File: src/rtl/sha256_msg_feeder.sv
// SHA-256 message front end: pads a byte-serial message and appends its bit length.
// Issues 512-bit blocks with the chaining value to the round engine, then presents the final digest.
module sha256_msg_feeder (
    input  logic         clk,
    input  logic         rst_n,
    input  logic         din_v,
    input  logic [7:0]   din_byte,
    input  logic         din_keep,
    input  logic         din_last,
    output logic         din_rdy,
    output logic [511:0] M_out,
    output logic [255:0] H_out,
    output logic         blk_v,
    input  logic [255:0] res,
    input  logic         res_v,
    output logic [255:0] digest,
    output logic         digest_v
);

    localparam logic [255:0] IV = 256'h6a09e667_bb67ae85_3c6ef372_a54ff53a_510e527f_9b05688c_1f83d9ab_5be0cd19;

    typedef enum logic [2:0] {
        S_FILL  = 3'd0,
        S_PAD   = 3'd1,
        S_ZERO  = 3'd2,
        S_LEN   = 3'd3,
        S_ISSUE = 3'd4,
        S_WAIT  = 3'd5,
        S_DONE  = 3'd6
    } state_t;

    state_t         state_q, state_d;
    state_t         resume_q, resume_d;
    logic [5:0]     idx_q, idx_d;
    logic [60:0]    cnt_q, cnt_d;
    logic [511:0]   blk_q, blk_d;
    logic [255:0]   h_q, h_d;
    logic           final_q, final_d;
    logic [511:0]   m_out_q, m_out_d;
    logic [255:0]   h_out_q, h_out_d;
    logic           blk_v_q, blk_v_d;
    logic           din_rdy_q, din_rdy_d;
    logic [255:0]   digest_q, digest_d;
    logic           digest_v_q, digest_v_d;

    // Byte 0 occupies the top of the block, so byte k starts at bit 511-8k.
    function automatic logic [511:0] put_byte(input logic [511:0] blk, input logic [5:0] pos,
                                              input logic [7:0] val);
        logic [511:0] r;
        r = blk;
        r[{~pos, 3'b111} -: 8] = val;
        return r;
    endfunction

    // Next-state and datapath updates for the fill / pad / issue / wait sequence.
    always_comb begin
        state_d  = state_q;
        resume_d = resume_q;
        idx_d    = idx_q;
        cnt_d    = cnt_q;
        blk_d    = blk_q;
        h_d      = h_q;
        final_d  = final_q;
        case (state_q)
            S_FILL: begin
                if (din_v && din_rdy_q) begin
                    if (din_keep) begin
                        blk_d = put_byte(blk_q, idx_q, din_byte);
                        idx_d = idx_q + 6'd1;
                        cnt_d = cnt_q + 61'd1;
                        if (idx_q == 6'd63) begin
                            state_d  = S_ISSUE;
                            resume_d = din_last ? S_PAD : S_FILL;
                        end else if (din_last) begin
                            state_d = S_PAD;
                        end else begin
                            state_d = S_FILL;
                        end
                    end else if (din_last) begin
                        state_d = S_PAD;
                    end else begin
                        state_d = S_FILL;
                    end
                end else begin
                    state_d = S_FILL;
                end
            end
            S_PAD: begin
                blk_d = put_byte(blk_q, idx_q, 8'h80);
                idx_d = idx_q + 6'd1;
                if (idx_q == 6'd63) begin
                    state_d  = S_ISSUE;
                    resume_d = S_ZERO;
                end else begin
                    state_d = S_ZERO;
                end
            end
            S_ZERO: begin
                if (idx_q == 6'd56) begin
                    state_d = S_LEN;
                end else begin
                    blk_d = put_byte(blk_q, idx_q, 8'h00);
                    idx_d = idx_q + 6'd1;
                    if (idx_q == 6'd63) begin
                        state_d  = S_ISSUE;
                        resume_d = S_ZERO;
                    end else begin
                        state_d = S_ZERO;
                    end
                end
            end
            S_LEN: begin
                blk_d[63:0] = {cnt_q, 3'b000};
                final_d     = 1'b1;
                state_d     = S_ISSUE;
            end
            S_ISSUE: begin
                state_d = S_WAIT;
            end
            S_WAIT: begin
                if (res_v) begin
                    h_d     = res;
                    idx_d   = 6'd0;
                    blk_d   = 512'd0;
                    state_d = final_q ? S_DONE : resume_q;
                end else begin
                    state_d = S_WAIT;
                end
            end
            S_DONE: begin
                h_d     = IV;
                cnt_d   = 61'd0;
                final_d = 1'b0;
                state_d = S_FILL;
            end
            default: begin
                state_d = S_FILL;
            end
        endcase
    end

    // Outputs are computed from the next state so each registered strobe lines up with its state.
    always_comb begin
        din_rdy_d  = (state_d == S_FILL);
        blk_v_d    = (state_d == S_ISSUE);
        digest_v_d = (state_d == S_DONE);
        m_out_d    = (state_d == S_ISSUE) ? blk_d : m_out_q;
        h_out_d    = (state_d == S_ISSUE) ? h_d : h_out_q;
        digest_d   = (state_d == S_DONE) ? h_d : digest_q;
    end

    // State and output registers with asynchronous reset.
    always_ff @(posedge clk or negedge rst_n) begin
        if (!rst_n) begin
            state_q    <= S_FILL;
            resume_q   <= S_FILL;
            idx_q      <= 6'd0;
            cnt_q      <= 61'd0;
            blk_q      <= 512'd0;
            h_q        <= IV;
            final_q    <= 1'b0;
            m_out_q    <= 512'd0;
            h_out_q    <= IV;
            blk_v_q    <= 1'b0;
            din_rdy_q  <= 1'b0;
            digest_q   <= 256'd0;
            digest_v_q <= 1'b0;
        end else begin
            state_q    <= state_d;
            resume_q   <= resume_d;
            idx_q      <= idx_d;
            cnt_q      <= cnt_d;
            blk_q      <= blk_d;
            h_q        <= h_d;
            final_q    <= final_d;
            m_out_q    <= m_out_d;
            h_out_q    <= h_out_d;
            blk_v_q    <= blk_v_d;
            din_rdy_q  <= din_rdy_d;
            digest_q   <= digest_d;
            digest_v_q <= digest_v_d;
        end
    end

    assign din_rdy  = din_rdy_q;
    assign M_out    = m_out_q;
    assign H_out    = h_out_q;
    assign blk_v    = blk_v_q;
    assign digest   = digest_q;
    assign digest_v = digest_v_q;

endmodule

File: config.mk
export PLATFORM = sky130hd
export DESIGN_NAME = sha256_msg_feeder
export DESIGN_NICKNAME = d
export VERILOG_FILES = /design/src/rtl/sha256_msg_feeder.sv
export SDC_FILE = /design/constraint.sdc
export NUM_CORES = 2
export LEC_CHECK = 0
export ABC_AREA = 1
export BUFFER_PORTS_ARGS = -buffer_cell sky130_fd_sc_hd__buf_2
export CAP_MARGIN = 10
export CORE_AREA = 4 4 499 501
export DETAILED_ROUTE_END_ITERATION = 6
export DIE_AREA = 0 0 503 505
export HOLD_SLACK_MARGIN = 0.03
export PLACE_DENSITY = 0.55
export SLEW_MARGIN = 5
export SYNTH_ARGS = -nofsm -noshare
export SYNTH_HDL_FRONTEND = slang
export SYNTH_SLANG_ARGS = --single-unit
File: constraint.sdc
create_clock -name clk -period 3.8 [get_ports clk]
set_input_delay 0.76 -clock clk [delete_from_list [all_inputs] [get_ports clk]]
set_output_delay 0.76 -clock clk [all_outputs]
set_load 0.01 [all_outputs]
# Yosys cells after proc, flatten, opt, wreduce, memory -nomap -nowiden
# Cells that the tools add are included.
[op_classes]
add_sub_neg = 3
n_eq_ne = 15
shift = 4
mux = 35
bitwise = 1
n_reduce_logical = 10
[ops]
columns = ["op", "n"]
rows = [
  ["two-way mux 512 bit", 4],
  ["one-hot mux 448 bit (4 select lines)", 1],
  ["bitwise mux 512 bit", 3],
  ["indexed part select 8 x 11 -> 519 bit, first input constant", 2],
  ["variable shift 8 x 11 -> 519 bit, first input constant", 1],
  ["indexed part select 8 x 11 -> 519 bit", 1],
  ["one-hot mux 256 bit (2 select lines)", 1],
  ["one-hot mux 64 bit (5 select lines)", 1],
  ["two-way mux 256 bit", 1],
  ["two-way mux 61 bit", 2],
  ["one-hot mux 61 bit (2 select lines)", 1],
  ["adder 61 x 1 -> 61 bit, second input constant", 1],
  ["two-way mux 3 bit", 12],
  ["two-way mux 6 bit", 4],
  ["one-hot mux 6 bit (4 select lines)", 1],
  ["one-hot mux 3 bit (6 select lines)", 1],
  ["== test 3 bit, second input constant", 5],
  ["== test 6 bit, second input constant", 2],
  ["negator 9 -> 11 bit", 1],
  ["inequality test 2 bit, second input constant", 5],
  ["AND reduction 5 bit", 2],
  ["one-hot mux 3 bit (3 select lines)", 1],
  ["adder 6 x 1 -> 6 bit, second input constant", 1],
  ["== test 3 x 2 -> 1 bit, second input constant", 2],
  ["10 further kinds", 12],
]
[word_totals]
register_bits = 1869
input_bits = 270
out_inout_bits = 1027
elab_cells = 81

# Logic depth before layout (Yosys ltp)
[depth]
depth_word = 7
depth_mapped = 15

# Worst setup path after synthesis
# Ideal clock, no wire load.
[synth_path]
kind = "flip-flop to flip-flop"
start = "register idx_q[2]"
end = "register m_out_q[294], in the netlist M_out[294]"
setup_ps = 128
arrival_ps = 2515
t_required_ps = 3672
path_slack_ps = 1157
path_stages_with_launch = 12
path_cell_list = "dfrtp_1 inv_1 clkbuf_1 buf_1 ha_1 inv_1 nor3_1 inv_1 a21oi_1 nand2_1 a21boi_0 o21ai_0"
[synth_between]
elab_chain_cells = 7
[synth_rtl]
columns = ["item", "line", "source"]
rows = [
  ["start: declaration", "34", "logic [5:0] idx_q, idx_d;"],
  ["start signal: assignment", "171", "idx_q <= idx_d;"],
  ["inverter 6 bit", "51", "r[{~pos, 3'b111} -: 8] = val;"],
  ["negator 9 -> 11 bit", "51", ""],
  ["indexed part select 8 x 11 -> 519 bit or variable shift 8 x 11 -> 519 bit (tied branches)", "51", ""],
  ["bitwise mux 512 bit", "51", ""],
  ["two-way mux 512 bit", "67", "if (din_keep) begin"],
  ["two-way mux 512 bit", "66", "if (din_v && din_rdy_q) begin"],
  ["one-hot mux 448 bit (4 select lines)", "64", "case (state_q)"],
  ["end signal: assignment", "176", "m_out_q <= m_out_d;"],
  ["end: declaration", "39", "logic [511:0] m_out_q, m_out_d;"],
]
# Parallel ways exist; a longest one is shown, timed or not.
# A chain may end at the register's enable or synchronous reset.

# Worst setup path in the final report
[layout_path]
start = "register idx_q[1]"
end = "register m_out_q[309], in the netlist M_out[309]"
[layout_between]
elab_chain_cells = 7
[layout_rtl]
columns = ["item", "line", "source"]
rows = [
  ["inverter 6 bit", "51", ""],
  ["negator 9 -> 11 bit", "51", ""],
  ["indexed part select 8 x 11 -> 519 bit or variable shift 8 x 11 -> 519 bit (tied branches)", "51", ""],
  ["bitwise mux 512 bit", "51", ""],
  ["two-way mux 512 bit", "67", ""],
  ["two-way mux 512 bit", "66", ""],
  ["one-hot mux 448 bit (4 select lines) (*)", "64", ""],
  ["net blk_d[309]", "36", "logic [511:0] blk_q, blk_d;"],
]
# Mark *: on every way through the listed nets, which the timed path passes. The rest lies on a longest branch.

==> impl_results.md <==
* Mapped Cells at 9,446
* Critical R2R Capture: M_out[309]$_DFFE_PN0P_
* Sink count of the clock tree at 1,868
* Flop pwr share at 35.7%
* Worst rel slew slack at 18.1%
* Die width at 503 um
* Final min period at 3.55 ns
* CTS H-tree depth at 4
* Slew Viols, Final at 0
* Run status: completed
* Cts bufs inserted at 208
* Core area at 245,000 um2
* Synth area leader: dfrtp_1
* Critical-path maximum fanout at 11
* Syn Area/Cell at 8.41 um2
* Chip height at 505 um
* Top cells by area, synth: dfrtp_1 50%, nand2_1 18%, dfstp_2 9.0%, o21ai_0 5.2%, inv_1 4.0%
* Vias in the first global route at 71,800
* Most common cell after layout, fill and taps aside: nand2_1
* DRT Wirelength at 384 mm
* Root buffer selected by CTS: clkbuf_16
* Yosys warns at 0
* Ports at 1,297
* CP Class: reg -> reg
* Utilization after layout at 40.2%
* Die area at 254,000 um2
* Max IR drop VDD at 577 uV
* Post-cts gate resize count at 0
* P&R area growth vs syn at 23.8%
* Logic pwr share at 37.1%
* Placed Cells at 13,800
* Final Hold Fails at 0
* Post-synthesis sequential area ratio at 59.3%
* Max Clk Rate at 282 MHz
* Area after DPL at 90,700 um2
* Residual DRC at 0
* Synth cell types at 47
* R2R depth at 13
* Max cap viols at 0
* TritonCTS clock tree: done
* Pwr/cell area at 808 nW/um2
* Initial DRC count at 8,004
* Synth Flop Type: dfrtp_1
* Sw Ratio at 42.4%
* CP arrival at 4.31 ns
* Sw power at 33.7 mW
* Syn nets at 9,723
* Type of the worst min-delay path: in -> reg
* R2R Path Start: idx_q[1]$_DFFE_PN0P_
* Initial Util at 32.4%
* Net count, final at 11,000
* WL/cell at 26.9 um
* Gr usage total at 29.4%
* R2R setup slack at 0.25 ns
* Synthesized area at 79,400 um2
* Hold_ws at 0.152 ns
* Hold Startpoint: res[50]
* Total negative setup slack at 0 ns
* Pint at 45.8 mW
* Initial antenna violation count at 68
* Setup violations, final at 0
* Port bufs at 1,296
* Routability congestion estimate at 0.983
* Tightest Pin Transition at 1.22 ns
* Clock Skew at 0.0726 ns
* Vias/cell at 5.14
* Clock Latency Late Sink at 0.90 ns
* FFs w/ async S/R, synth at 100%
* Sink of the worst hold path: h_q[50]$_DFF_PN0_
* Fraction of layout cells with a size suffix above 1 at 20.3%
* Worst-case clock buffer depth at 3
* Largest net degree at the start of global routing at 139
* FP Rows at 182
* Crit share post-route at 93.3%
* Critical Path End Type: register
* First-pass GRT wire length at 540 mm
* Routed vias at 73,300
* Hpwl dp at 291 mm
* CTS clk-pin slew, worst paths at 0.07 ns
* Pre-Repair DR Iteration Count at 7
* Commonest non-fill, non-tap cells in the layout: 3,757 x nand2_1, 1,594 x dfrtp_1, 1,295 x buf_2
* Startpoint Class: register
* Final Non-Filler Cells at 14,300
* Clk pwr share at 27.2%
* Post-synth EDFFs at 0
* Hold depth at 3
* #FFs+latches synth at 1,868
* Routed Antenna Nets at 0
* RSZ-0062 raised after global routing: no
* GR Overflow Total at 0
* Fin area at 98,300 um2
* CP Data Required Time at 4.57 ns
* Top cell type's share of synthesized area at 50.3%
* Pleak at 52.4 nW
## metal layers
metal,vias to the layer above,track usage (%),wire length (um)
met5,-,0,76
met4,10,18.2,26800
met3,790,8.21,36500
met2,3520,45.4,173000
met1,36100,36.5,148000
li1,32900,-,-
## worst max path at each step
stage | startpoint | to | slack (ns) | cells past startpoint
after floorplan | idx_q[2]$_DFFE_PN0P_ | M_out[294]$_DFFE_PN0P_ | 1.16 | 11
after global placement | din_v | M_out[312]$_DFFE_PN0P_ | 0.41 | 11
after detailed placement | din_v | M_out[312]$_DFFE_PN0P_ | 0.37 | 11
after CTS | idx_q[3]$_DFFE_PN0P_ | M_out[301]$_DFFE_PN0P_ | 0.38 | 12
after global routing | idx_q[3]$_DFFE_PN0P_ | M_out[301]$_DFFE_PN0P_ | 0.18 | 12
final | idx_q[1]$_DFFE_PN0P_ | M_out[309]$_DFFE_PN0P_ | 0.25 | 13
## area by class of cell
class                      instances  area [um2]
sequential                      1868       47100
clock inverter                   100        1380
timing repair buffer            1551        9220
clock buffer                     294        5950
fill                           25000      146000
inverter                         868        3260
multi-input combinational       6263       27200
tap                             3220        4030
antenna                           98         245
## per-stage QoR
stage	worst slack (ns)	total power [mW]
2_1_floorplan	1.16	42.3
3_3_place_gp	0.411	57.3
3_5_place_dp	0.375	57.6
4_1_cts	0.381	79.4
5_1_grt	0.184	83.2
6_report	0.253	79.5
## logic make-up (layout without fill, tap and decap cells)
group / Yosys count / count (layout) / share of synthesized area (%)
compound gates: 1453 / 1453 / 9.90
fa+ha+maj: 7 / 7 / 0.110
other cells: 0 / 98 / 0
flops: 1868 / 1868 / 59.3
buf+inv: 1315 / 2813 / 6.61
xor+xnor: 4 / 4 / 0.0441
simple gates: 4799 / 4799 / 24.0
## sequential cells by signal, summed over array words and instances, names as in the netlist
signal / count
blk_q: 512
H_out: 256
idx_q: 6
final_q: 1
M_out: 512
resume_q: 2
h_q: 256
digest_v: 1
digest: 256
state_q: 3
blk_v: 1
cnt_q: 61
din_rdy: 1
## power groups by stage
stage	logic [mW]	registers, mW	clock network, mW
5_1_grt	31.5	28.8	22.8
2_1_floorplan	12.9	29.4	0
3_5_place_dp	29.0	28.5	0
4_1_cts	29.1	28.3	22.0
6_report	29.5	28.4	21.7
3_3_place_gp	28.8	28.5	0
## synthesized netlist by cell type (7+ instances only)
cell type / instances
o211ai_1: 65
nor2_2: 8
a22oi_1: 29
nand2_1: 3763
nor3_1: 64
buf_2: 217
inv_2: 11
buf_1: 32
o22ai_1: 174
o21ai_1: 90
o21bai_1: 16
dfstp_2: 272
nand4_1: 116
inv_1: 851
o31ai_1: 11
o21ai_0: 818
clkbuf_1: 187
ha_1: 7
a21oi_1: 225
buf_4: 10
nand3_1: 449
dfrtp_1: 1596
nor2_1: 371
## repair_timing
action / CTS / global route
setup buffers: 0 / 0
hold buffers: 1 / 0
hold endpoints to repair: 38 / 0
## critical path, stage by stage, from the launching register on
cell and delay (ns):
dfrtp_1 0.53, inv_1 0.11, buf_4 0.20, ha_1 0.20, nand2_1 0.41, nor2_1 0.08, buf_4 0.20, nand2_1 0.11
inv_1 0.21, a21oi_1 0.82, o21ai_0 0.19, o21ai_0 0.17, nand2_1 0.09, nand2_1 0.07
Power figures use the tool's default switching activity.
